`src/rtl/board_ram_pkg.sv`:
```
// Shared constants for the board RAM: arbitration modes, client slots and
// the geometry of the Game-of-Life cell array.
package board_ram_pkg;

  localparam int PRIO_RR    = 0;
  localparam int PRIO_FIXED = 1;

  localparam int CLIENT_SD   = 0;
  localparam int CLIENT_LIFE = 1;
  localparam int CLIENT_VIEW = 2;

  localparam int BOARD_CELLS  = 786432;
  localparam int BOARD_ADDR_W = 24;

endpackage

```
`src/rtl/ram_port_arbiter_rr_pick.sv`:
```
// Combinational picker: first requester found scanning from start (wrapping),
// or from index 0 when fixed priority is selected.
module rr_pick #(
  parameter int N     = 3,
  parameter int IDX_W = $clog2(N)
) (
  input  logic [N-1:0]     req,
  input  logic [IDX_W-1:0] start,
  input  logic             fixed,
  output logic [N-1:0]     gnt,
  output logic [IDX_W-1:0] idx,
  output logic             found
);

  localparam int SUM_W = IDX_W + 1;

  logic [SUM_W-1:0] pos;

  always_comb begin
    // NOTE: every output gets a default before the loop so no path leaves it
    // unassigned, which would otherwise infer a latch.
    gnt   = '0;
    idx   = '0;
    found = 1'b0;
    pos   = '0;
    for (int k = 0; k < N; k++) begin
      pos = fixed ? SUM_W'(k) : {1'b0, start} + SUM_W'(k);
      if (pos >= SUM_W'(N)) pos = pos - SUM_W'(N);
      if (!found && req[pos[IDX_W-1:0]]) begin
        found                = 1'b1;
        gnt[pos[IDX_W-1:0]]  = 1'b1;
        idx                  = pos[IDX_W-1:0];
      end
    end
  end

endmodule

```
`src/rtl/ram_port_arbiter.sv`:
```
// N-client arbiter time-sharing the single-port board RAM: request/grant per
// client, round-robin or fixed priority, burst lock and tagged read returns.
module ram_port_arbiter
  import board_ram_pkg::*;
#(
  parameter int N_CLIENTS     = 3,
  parameter int ADDR_W        = BOARD_ADDR_W,
  parameter int DATA_W        = 1,
  parameter int RD_LATENCY    = 1,
  parameter int PRIORITY_MODE = PRIO_RR
) (
  input  logic                        clk_ram,
  input  logic                        reset_n,
  input  logic [N_CLIENTS-1:0]        req,
  input  logic [N_CLIENTS-1:0]        we,
  input  logic [N_CLIENTS-1:0]        lock,
  input  logic [N_CLIENTS*ADDR_W-1:0] addr,
  input  logic [N_CLIENTS*DATA_W-1:0] wdata,
  output logic [N_CLIENTS-1:0]        gnt,
  output logic [N_CLIENTS-1:0]        rvalid,
  output logic [DATA_W-1:0]           rdata,
  output logic [ADDR_W-1:0]           ram_address,
  output logic [DATA_W-1:0]           ram_data,
  output logic                        ram_rden,
  output logic                        ram_wren,
  input  logic [DATA_W-1:0]           ram_q
);

  localparam int               IDX_W      = $clog2(N_CLIENTS);
  localparam logic [IDX_W-1:0] LAST_IDX   = IDX_W'(N_CLIENTS - 1);
  localparam logic             FIXED_MODE = (PRIORITY_MODE == PRIO_FIXED);

  logic [ADDR_W-1:0]    addr_arr  [N_CLIENTS];
  logic [DATA_W-1:0]    wdata_arr [N_CLIENTS];

  logic [IDX_W-1:0]     last;
  logic [IDX_W-1:0]     last_inc;
  logic [IDX_W-1:0]     pick_idx;
  logic [IDX_W-1:0]     win_idx;
  logic [IDX_W-1:0]     cmd_id;
  logic [N_CLIENTS-1:0] pick_gnt;
  logic [N_CLIENTS-1:0] win_gnt;
  logic                 pick_found;
  logic                 win_found;
  logic                 lock_hit;

  logic [RD_LATENCY-1:0] tag_valid;
  logic [IDX_W-1:0]      tag_id [RD_LATENCY];

  for (genvar i = 0; i < N_CLIENTS; i++) begin : g_unpack
    assign addr_arr[i]  = addr[i*ADDR_W +: ADDR_W];
    assign wdata_arr[i] = wdata[i*DATA_W +: DATA_W];
  end

  assign last_inc = (last == LAST_IDX) ? '0 : last + IDX_W'(1);

  // A held lock only survives while its owner keeps requesting.
  assign lock_hit = lock[last] & req[last];

  rr_pick #(
    .N     (N_CLIENTS),
    .IDX_W (IDX_W)
  ) u_pick (
    .req   (req),
    .start (last_inc),
    .fixed (FIXED_MODE),
    .gnt   (pick_gnt),
    .idx   (pick_idx),
    .found (pick_found)
  );

  always_comb begin
    win_gnt   = pick_gnt;
    win_idx   = pick_idx;
    win_found = pick_found;
    if (lock_hit) begin
      win_gnt          = '0;
      win_gnt[last]    = 1'b1;
      win_idx          = last;
      win_found        = 1'b1;
    end
  end

  assign gnt = reset_n ? win_gnt : '0;

  // Command register: one RAM access per granted cycle, enables idle otherwise.
  always_ff @(posedge clk_ram or negedge reset_n) begin
    if (!reset_n) begin
      last        <= LAST_IDX;
      cmd_id      <= '0;
      ram_address <= '0;
      ram_data    <= '0;
      ram_rden    <= 1'b0;
      ram_wren    <= 1'b0;
    end else begin
      // NOTE: non-blocking assignments so every register samples pre-edge
      // values regardless of statement order.
      ram_rden <= 1'b0;
      ram_wren <= 1'b0;
      if (win_found) begin
        last        <= win_idx;
        cmd_id      <= win_idx;
        ram_address <= addr_arr[win_idx];
        ram_data    <= wdata_arr[win_idx];
        ram_wren    <= we[win_idx];
        ram_rden    <= ~we[win_idx];
      end
    end
  end

  // Tag pipeline follows the RAM's read latency, one stage per cycle.
  always_ff @(posedge clk_ram or negedge reset_n) begin
    if (!reset_n) begin
      // NOTE: the ids are reset along with the valid bits even though they
      // are only meaningful when valid; it keeps the pipe free of X on wake.
      tag_valid <= '0;
      for (int i = 0; i < RD_LATENCY; i++) tag_id[i] <= '0;
    end else begin
      tag_valid[0] <= ram_rden;
      tag_id[0]    <= cmd_id;
      for (int i = 1; i < RD_LATENCY; i++) begin
        tag_valid[i] <= tag_valid[i-1];
        tag_id[i]    <= tag_id[i-1];
      end
    end
  end

  always_comb begin
    rvalid = '0;
    if (tag_valid[RD_LATENCY-1]) rvalid[tag_id[RD_LATENCY-1]] = 1'b1;
  end

  assign rdata = ram_q;

endmodule

```
`config.mk`:
```
export PLATFORM = sky130hd
export DESIGN_NAME = ram_port_arbiter
export DESIGN_NICKNAME = d
export VERILOG_FILES = /design/src/rtl/board_ram_pkg.sv /design/src/rtl/ram_port_arbiter_rr_pick.sv /design/src/rtl/ram_port_arbiter.sv
export SDC_FILE = /design/constraint.sdc
export NUM_CORES = 1
export LEC_CHECK = 0
export CAP_MARGIN = 20
export CORE_ASPECT_RATIO = 1.1
export CORE_MARGIN = 1.5
export CORE_UTILIZATION = 32
export DETAILED_ROUTE_END_ITERATION = 8
export PLACE_DENSITY = 0.78
export SLEW_MARGIN = 15
export SYNTH_ARGS = -nofsm -noshare
export SYNTH_HDL_FRONTEND = slang
export SYNTH_SLANG_ARGS = --single-unit
export TNS_END_PERCENT = 5
```
`constraint.sdc`:
```
create_clock -name clk_ram -period 2.1 [get_ports clk_ram]
set_clock_uncertainty 0.15 [all_clocks]
set_input_delay 0.42 -clock clk_ram [delete_from_list [all_inputs] [get_ports clk_ram]]
set_output_delay 0.42 -clock clk_ram [all_outputs]
set_load 0.05 [all_outputs]
```
==> results of run 1 <==
[metrics by stage]
step / hold slack (ns) / worst slack (ns)
final: 0.05550 / -0.3220
after floorplan: -0.02559 / -0.1283
after CTS: 0.05206 / -0.3199
after global placement: 0.1489 / -0.5145
after detailed placement: 0.1468 / -0.5413
after global routing: 0.05804 / -0.3840
[worst min-delay path by stage]
stage,slack (ns),startpoint,depth (start not counted),end
after global routing,0.06,reset_n,2,ram_address[22]
after global placement,0.15,reset_n,1,ram_address[12]
after detailed placement,0.15,reset_n,1,ram_address[13]
after floorplan,-0.03,reset_n,0,cmd_id[1]
after CTS,0.05,reset_n,2,ram_address[19]
final,0.06,reset_n,2,ram_address[19]
[kinds of logic after synthesis]
kind of cell	count (synthesis)
flops	33
buf+inv	15
simple gates	28
compound gates	64
mux	26
[sequential cells by signal, indices dropped and copies added, names as in the netlist]
register / cells
ram_address: 24
cmd_id: 1
ram_wren: 1
last: 2
tag_valid: 1
tag_id: 2
ram_rden: 1
ram_data: 1
[cell usage in the layout (no fill, tap or decap), drive strengths merged, types with 2 or more instances in the layout]
cell type | Yosys | routed
dfrtp | 32 | 32
clkdlybuf4s50 | 0 | 101
inv | 2 | 2
a21oi | 10 | 10
nand3b | 2 | 2
nand2 | 7 | 7
nor3 | 2 | 2
and3b | 2 | 2
o21ai | 20 | 20
nor2b | 3 | 3
a22oi | 19 | 19
clkbuf | 3 | 7
o22ai | 6 | 6
dlygate4sd2 | 0 | 5
buf | 10 | 49
mux2i | 25 | 25
and2 | 2 | 2
[repair_timing]
item / CTS / global route
buffers inserted: 4 / 0
hold endpoints to repair: 5 / 0
resized for setup: 18 / 11
hold buffers: 1 / 0
pin swaps: 8 / 3
setup endpoints to repair: 30 / 30
[power by group]
part	leakage (nW)	internal (W)	total, W	switching, W
registers	0.392	0.000900	0.00108	0.000177
logic	1.02	0.00111	0.00263	0.00152
clock network	0.0585	0.000387	0.000609	0.000222
total	1.47	0.00240	0.00432	0.00192
[worst reg2reg max path, stage by stage, from the launching register on]
cell and delay, ns:
dfstp_2 0.62, mux2_4 0.33, a311oi_4 0.27, buf_6 0.17, buf_12 0.13, buf_8 0.11
mux2i_1 0.19, o21ai_1 0.08
[layer usage]
layer | part of all wire | vias up | wire [um] | GRT usage
met4 | 0.011 | 0 | 63 | 0.06182
met5 | 0 | - | 0 | 0
li1 | - | 930 | - | -
met2 | 0.54 | 70 | 3254 | 0.3411
met1 | 0.39 | 911 | 2358 | 0.2431
met3 | 0.050 | 6 | 299 | 0.04785
[layout make-up]
| type | count | share of cell area |
|---|---|---|
| Clock inverter | 1 | 0.008514 |
| Tap cell | 75 | 0.02661 |
| Clock buffer | 7 | 0.02448 |
| Multi-Input combinational cell | 118 | 0.2710 |
| Sequential cell | 33 | 0.2345 |
| Timing Repair Buffer | 156 | 0.4328 |
| Inverter | 2 | 0.002128 |
==> results by group, run 1 <==
GRT
  • Initial antenna violation count: 0
  • Gr ovfl total: 0
  • Largest net degree at the start of global routing: 20
  • Vias in the first global route: between 1500 and 2000
  • First-pass GRT wire length: 9114 um
  • Total track usage: 0.1982

Timing
  • Fmax: 412.9 MHz
  • Tightest Pin Transition: 0.5393 ns
  • Final Hold Fails: 0
  • Crit path time final: about 2.4 ns
  • RSZ-0062 raised after global routing: yes
  • Final count of negative-setup-slack endpoints: 17
  • Setup TNS: -1.342 ns
  • Final WS setup: -0.3220 ns
  • Crit share post-route: 1.153
  • Max-slew violations: 0
  • Slew Limit Headroom: 0.6394

Setup path
  • Crit-path max FO: 7
  • Buf/Inv on CP: 3
  • Data arrival time of the critical path: 1.85 ns
  • R2R depth: 7
  • Critical path required time: 1.53 ns
  • Flop2flop setup slack: -0.07 ns
  • Reg2reg end: ram_address[16]
  • R2R Path Start: last[1]
  • Critical path endpoint: gnt[2]
  • Slowest-stage cell, CP: dfstp_2
  • Setup crit start kind: flip-flop
  • Crit-path max cell delay: 0.62 ns
  • Family with the most delay on the worst path: flip-flops
  • Crit path cell chain: buf_6 -> nand4b_1 -> buf_4 -> nand4_1 -> o21a_2 -> and2_4 -> buf_12
  • Origin of the worst setup path: last[1]
  • Critical Path Stages: 7
  • CP Class: flip-flop to output pin
  • CP Capture Type: output pin

Clock tree
  • Clk root buf: clkbuf_8
  • Clock latency on the worst-skew pair: 0.28 ns
  • Worst-path clk slew: 0.07 ns
  • Deepest clock path buffer count: 2
  • H-tree depth: 2
  • Sink Count: 33
  • CTS tree: done
  • TritonCTS Buffers: 5

Yosys
  • Post-Synth XOR/XNOR Area: 0
  • Largest family of logic cells by synthesized area: compound AO/OA/AOI/OAI gates
  • Synth top cells by count: dfrtp_1 (32), mux2i_1 (25), a22oi_1 (19), o21ai_1 (19), a21oi_1 (10)
  • Synth Area in Simple Gates: 0.1009
  • Cells after synthesis: approximately 170
  • Syn avg cell area: 10.91 um^2
  • Post-synth EDFFs: 0
  • Async SR Flop Fraction: 1.000
  • Synth Area in Compound Gates: 0.2398
  • Prevailing post-synth register cell: dfrtp_1
  • Multiplexer share of the synthesized area: 0.1465
  • Seq cells post-synth: 33
  • Synth unique cells: 40
  • Synth area leader: dfrtp_1
  • Most common cell in the netlist: dfrtp_1
  • Sequential-to-total area share from yosys stat: 0.4568
  • Share of Yosys cell area claimed by the top area cell type: 0.4423
  • Cell area after synthesis: ~0.0018 mm^2
  • Synth Area in Adders: 0
  • Synth Warn #: 0
  • Syn_nets: 253
  • Synth area leaders: dfrtp_1 (44%), mux2i_1 (14%), a22oi_1 (7.9%), o21ai_1 (5.3%), a21oi_1 (2.8%)

Cells and area
  • # nets final: 403
  • Layout Utilization: 0.6495
  • P&R area growth vs syn: 94.82%
  • N_diodes: 0
  • Layout cells sized above 1: 0.2461
  • FF+latch area: 827.0 um^2
  • Area of the multi-input gates: 955.9 um^2
  • # fillers: between 400 and 500
  • Final Cell Area: 0.003527 mm^2
  • Layout Cells excl Fill: 392

Detailed routing
  • Routed len/inst: 15.24 um
  • 1st-iter DRT viols: 105
  • Post-DRT Antenna Nets: 0
  • Detailed Route WL: 5975 um
  • DRC violation count after routing: 0
  • Vias: 1917
  • Vias/cell: 4.890
  • TritonRoute pass-1 iters: 4

Outcome
  • Outcome: finished, violations left
  • Failing checks: negative setup slack

Die
  • Core area: 0.005430 mm^2
  • Die H: 81.89 um
  • Die Wd: 74.72 um
  • Initial Utilization: 0.3334
  • Ports: 121
  • Full die area: 0.006118 mm^2
  • # rows: 28

Power and ir drop
  • PD cells: ~1200 mW/mm^2
  • Tot Pwr: 0.004316 W
  • Worst vdd ir: about 0.0008 V
  • Leakage: 1.470 nW

Run
  • Max-cap violation count: 0

Placement
  • HPWL after DPL: 4584 um
  • RePlAce Congestion: 0.8957
  • Placed Area: between 0.003 and 0.004 mm^2
  • Port buffer count: 118
  • Cells after DPL: 379

Hold path
  • HP Class: input port to asynchronous set/reset pin
(Power assumes the default switching activity.)
==> run 2, diff against run 1 <==
CORE_MARGIN = unset   (was 1.5)
==> run 2 against run 1 <==
Compared with the run above: the run still ends with negative setup slack left; final area fell by 2.9%; worst setup slack gained 0.060 ns; register-to-register slack improved by 0.03 ns; global-route usage decreased by 0.094 points; critical path depth fell by 1; combinational power fell by 4%; sequential share of layout area increased by 0.75 points; total power fell by 6.5%.
==> results by group, run 2 (synthesis gave the netlist of run 1 again) <==
Outcome
  • Outcome: finished, violations left
  • Failing checks: negative setup slack

Die
  • Die H: 80.89 um
  • Full die area: 0.005963 mm^2
  • Ports: roughly 120
  • Core area: 0.005430 mm^2
  • Initial Utilization: 0.3334
  • # rows: 28
  • Die Wd: 73.72 um

GRT
  • First-pass GRT wire length: roughly 9000 um
  • Total track usage: 0.1973
  • Vias in the first global route: 1900
  • Gr ovfl total: 0
  • Initial antenna violation count: 0
  • Largest net degree at the start of global routing: 25

Clock tree
  • Sink Count: 33
  • Clock latency on the worst-skew pair: around 0.27 ns
  • Deepest clock path buffer count: 2
  • Worst-path clk slew: around 0.070 ns
  • CTS tree: done
  • TritonCTS Buffers: 5
  • Clk root buf: clkbuf_8
  • H-tree depth: 2

Run
  • Max-cap violation count: 0

Setup path
  • Critical path endpoint: gnt[2]
  • Critical path required time: approximately 1.5 ns
  • Buf/Inv on CP: 2
  • Critical Path Stages: 6
  • Crit-path max cell delay: 0.59 ns
  • Reg2reg end: ram_rden
  • Family with the most delay on the worst path: flip-flops
  • CP Class: flip-flop to output pin
  • CP Capture Type: output pin
  • Crit path cell chain: buf_4 -> nand4b_1 -> nand4_1 -> o21a_2 -> and2_4 -> buf_12
  • Setup crit start kind: flip-flop
  • Crit-path max FO: 6
  • Slowest-stage cell, CP: dfstp_2
  • Origin of the worst setup path: last[1]
  • R2R depth: 9
  • Flop2flop setup slack: -0.04 ns
  • R2R Path Start: last[0]
  • Data arrival time of the critical path: 1.79 ns

Timing
  • Crit path time final: between 2 and 2.5 ns
  • Crit share post-route: 1.125
  • RSZ-0062 raised after global routing: yes
  • Max-slew violations: 0
  • Slew Limit Headroom: 0.6515
  • Setup TNS: -0.8159 ns
  • Final WS setup: -0.2618 ns
  • Tightest Pin Transition: 0.5211 ns
  • Fmax: 423.4 MHz
  • Final count of negative-setup-slack endpoints: 10
  • Final Hold Fails: 0

Power and ir drop
  • Worst vdd ir: ~0.00069 V
  • Leakage: ~1.4 nW
  • Tot Pwr: 0.004034 W
  • PD cells: 1178 mW/mm^2

Detailed routing
  • Vias/cell: 4.925
  • DRC violation count after routing: 0
  • Post-DRT Antenna Nets: 0
  • 1st-iter DRT viols: 122
  • Detailed Route WL: approximately 5700 um
  • Routed len/inst: 14.82 um
  • Vias: 1896
  • TritonRoute pass-1 iters: 4

Cells and area
  • Max FFs per register: 24
  • Area of the multi-input gates: 923.4 um^2
  • N_diodes: 0
  • Commonest non-fill, non-tap cell in the layout: clkdlybuf4s50_1
  • Most flop-heavy register: ram_address
  • # nets final: 396
  • Biggest regs: ram_address (24), last (2), tag_id (2)
  • # fillers: 456
  • Most frequent cells in the layout: clkdlybuf4s50_1 (103), dfrtp_1 (31), buf_4 (27)
  • FF+latch area: approximately 830 um^2
  • Layout cells sized above 1: 0.2097
  • P&R area growth vs syn: 89.08%

Placement
  • HPWL after DPL: 4358 um
  • Port buffer count: 118
  • RePlAce Congestion: 0.8996

Hold path
  • HP Class: input port to asynchronous set/reset pin
## run 2: cell count changes in the layout (fill, tap and decap cells not counted), moves of 2 or more
| cell | previous run | this run |
|---|---|---|
| buf_12 | 5 | 7 |
| buf_4 | 36 | 27 |
| clkdlybuf4s50_1 | 101 | 103 |
| buf_8 | 2 | 0 |
| a22oi_2 | 7 | 0 |
| clkinv_2 | 0 | 2 |
| a22oi_1 | 12 | 19 |
## run 2: worst min path at each step
| stage | start | endpoint | slack, ns |
|---|---|---|---|
| after global routing | reset_n | ram_rden | 0.08 |
| final | reset_n | ram_address[14] | 0.05 |
| after detailed placement | reset_n | tag_id[0] | 0.11 |
| after CTS | reset_n | ram_address[23] | 0.05 |
| after global placement | reset_n | tag_id[0] | 0.11 |
| after floorplan | reset_n | cmd_id[1] | -0.03 |
## run 2: area by class of cell
type / count / area share
multi-input combinational: 118 / 0.2697
timing repair buffer: 149 / 0.4346
clock inverter: 2 / 0.002924
tap: 75 / 0.02741
inverter: 2 / 0.002193
sequential: 33 / 0.2420
clock buffer: 6 / 0.02120
## run 2: power breakdown
part | internal, W | switching, W
combinational | 0.00104 | 0.00148
sequential | 0.000900 | 0.000159
clock | 0.000229 | 0.000224
total | 0.00217 | 0.00186
## run 2: worst register-to-register path, delay by kind of cell, from the launching register on
| kind | cells | cell delay [ns] |
|---|---|---|
| compound gates | 2 | 0.59 |
| simple gates | 3 | 0.32 |
| flops | 1 | 0.41 |
| buf+inv | 4 | 0.56 |
## run 2: per-stage QoR
| stage | setup slack [ns] | hold slack (ns) | std cells | utilization | cell area (um^2) |
|---|---|---|---|---|---|
| after floorplan | -0.1283 | -0.02559 | 166 | - | 1831 |
| after global placement | -0.4818 | 0.1095 | 372 | 0.5954 | 3233 |
| after detailed placement | -0.5278 | 0.1128 | 372 | 0.5954 | 3233 |
| after CTS | -0.2985 | 0.04678 | 385 | 0.6265 | 3402 |
| after global routing | -0.3543 | 0.07822 | 385 | 0.6304 | 3423 |
| final | -0.2618 | 0.04782 | 385 | 0.6304 | 3423 |
## run 2: metal layers
layer	vias to the layer above	track usage	routed length, um
met3	6	0.06452	369
met2	67	0.3440	3051
met5	-	0	0
met4	0	0.04808	59
li1	916	-	-
met1	907	0.2330	2226
## run 2: repair_timing
item | in CTS | in global routing
resized for setup | 17 | 6
hold buffers | 2 | 0
pin swaps | 3 | 4
endpoints found under the setup margin | 30 | 30
hold endpoints to repair | 4 | 0
setup buffers | 3 | 0
==> run 3, diff against run 2 <==
--- a/config.mk
+++ b/config.mk
@@ -8,7 +8,8 @@
 export CAP_MARGIN = 20
 export CORE_ASPECT_RATIO = 1.1
-export CORE_UTILIZATION = 32
+export CORE_UTILIZATION = 56
 export DETAILED_ROUTE_END_ITERATION = 8
-export PLACE_DENSITY = 0.78
+export DONT_BUFFER_PORTS = 1
+export PLACE_DENSITY = 0.76
 export SLEW_MARGIN = 15
 export SYNTH_ARGS = -nofsm -noshare
==> constraint.sdc (replaced) <==
create_clock -name clk_ram -period 2.1 [get_ports clk_ram]
set_clock_uncertainty 0.15 [all_clocks]
set_input_delay 0.21 -clock clk_ram [delete_from_list [all_inputs] [get_ports clk_ram]]
set_output_delay 0.21 -clock clk_ram [all_outputs]
set_load 0.05 [all_outputs]
==> run 3 against run 2 <==
Compared with the run above: the run still ends with negative setup slack left; final cell count is 22% lower; clock power is 12% lower; register-to-register slack worse by 0.39 ns; highest routed layer unchanged; critical path type unchanged; critical path depth is 1 lower.
==> results by group, run 3 (synthesis gave the netlist of run 1 again) <==
Clock tree
  • Clock latency on the worst-skew pair: 0.38 ns
  • Sink Count: 33
  • TritonCTS Buffers: 5
  • H-tree depth: 2
  • CTS tree: done
  • Worst-path clk slew: 0.12 ns
  • Clk root buf: clkbuf_4
  • Deepest clock path buffer count: 2

Timing
  • Final count of negative-setup-slack endpoints: 30
  • Fmax: 393.0 MHz
  • Fin Hold WS: 0.03065 ns
  • Crit share post-route: 1.212
  • RSZ-0062 raised after global routing: yes
  • Crit path time final: around 2.5 ns
  • Final WS setup: -0.4443 ns
  • Slew Limit Headroom: 0.4731
  • Max-slew violations: 0
  • Final Hold Fails: 0
  • Tightest Pin Transition: ~0.79 ns

Power and ir drop
  • PD cells: between 1000 and 1500 mW/mm^2
  • Worst vdd ir: between 0.001 and 0.0015 V
  • Leakage: 1.241 nW
  • Tot Pwr: 0.003937 W

Placement
  • RePlAce Congestion: 0.8942
  • HPWL after DPL: around 3000 um
  • Worst slack, placed: -0.06623 ns
  • Cells after DPL: roughly 200
  • Port buffer count: 0

Setup path
  • Buf/Inv on CP: 1
  • Family with the most delay on the worst path: compound AO/OA/AOI/OAI gates
  • Critical path required time: 1.74 ns
  • CP Class: flip-flop to output pin
  • Crit path cell chain: and2b_2 -> a2111oi_4 -> o21a_2 -> buf_12 -> and2_4
  • Slowest-stage cell, CP: dfrtp_1
  • Setup crit start kind: flip-flop
  • Data arrival time of the critical path: 2.18 ns
  • Crit-path max cell delay: 0.47 ns
  • Crit-path max FO: 4
  • CP Capture Type: output pin

Cells and area
  • Most flop-heavy register: ram_address
  • Most frequent cells in the layout: dlygate4sd3_1 (81), dfrtp_1 (32), mux2i_1 (20)
  • Layout Cells excl Fill: 300
  • P&R area growth vs syn: 64.69%
  • # nets final: ~350
  • Biggest regs: ram_address (24), last (2), tag_id (2)
  • Max FFs per register: 24
  • Layout cells sized above 1: 0.2113
  • Commonest non-fill, non-tap cell in the layout: dlygate4sd3_1

Detailed routing
  • Routed len/inst: about 33 um
  • Post-DRT Antenna Nets: 0
  • Vias/cell: roughly 8
  • TritonRoute pass-1 iters: 7
  • 1st-iter DRT viols: about 430
  • Detailed Route WL: between 9000 and 10000 um
  • DRC violation count after routing: 0
  • Vias: 2390

Run
  • Max-cap violation count: 0

Die
  • Ports: 121
  • Initial Utilization: 0.5889
  • Die Wd: 56.22 um
  • # rows: 21
  • Full die area: 0.003465 mm^2
  • Core area: 0.003074 mm^2
  • Die H: 61.64 um

Outcome
  • Outcome: finished, violations left
  • Failing checks: negative setup slack

GRT
  • Vias in the first global route: 2195
  • Gr ovfl total: 0
  • First-pass GRT wire length: 11720 um
  • Total track usage: 0.4776
  • Initial antenna violation count: 1
  • Largest net degree at the start of global routing: 34

Hold path
  • HP Class: input port to flip-flop
==> run 3: final timing paths <==
check / startpoint / end / slack, ns / depth (start not counted)
max: last[0] / gnt[2] / -0.44 / 5
min: we[2] / ram_rden / 0.03 / 2
max reg2reg: last[1] / ram_address[6] / -0.43 / 7
min reg2reg: cmd_id[1] / tag_id[1] / 0.30 / 0
max in group asynchronous: reset_n / last[1] / 1.42 / 2
min in group asynchronous: reset_n / cmd_id[1] / 0.13 / 2
==> run 3: report_power, final <==
| part | switching, W | internal, W |
|---|---|---|
| registers | 0.00107 | 0.000882 |
| logic | 0.000854 | 0.000732 |
| clock network | 0.000266 | 0.000134 |
| total | 0.00219 | 0.00175 |
==> run 3: metrics by stage <==
step,TNS (ns),cell area [um^2],utilization
after detailed placement,-0.2072,1883,0.6125
after global routing,-11.49,2982,0.9699
final,-8.601,2982,0.9699
after global placement,0,1883,0.6125
after CTS,-1.106,2904,0.9446
after floorplan,-0.01272,1815,-
==> run 3: timing repair <==
| item | CTS | global route |
|---|---|---|
| endpoints found under the setup margin | 22 | 30 |
| resized for setup | 7 | 15 |
| pin swaps | 9 | 5 |
| endpoints found under the hold margin | 61 | 0 |
| cloned | 2 | 0 |
| buffers inserted | 7 | 2 |
| hold buffers | 82 | 0 |
==> run 3: layout make-up <==
| class | instances | area (um^2) |
|---|---|---|
| Inverter | 2 | 7.507 |
| Clock buffer | 8 | 48.80 |
| Fill cell | 47 | 92.59 |
| Timing Repair Buffer | 104 | 1085 |
| Antenna cell | 1 | 2.502 |
| Multi-Input combinational cell | 118 | 968.4 |
| Tap cell | 34 | 42.54 |
| Sequential cell | 33 | 827.0 |
==> run 3: layer usage <==
| layer | track usage | wire length, um | share of wire |
|---|---|---|---|
| met2 | 0.8248 | 4440 | 0.45 |
| met5 | 0 | 0 | 0 |
| met3 | 0.1471 | 1439 | 0.15 |
| met4 | 0.2753 | 1126 | 0.11 |
| met1 | 0.5378 | 2811 | 0.29 |
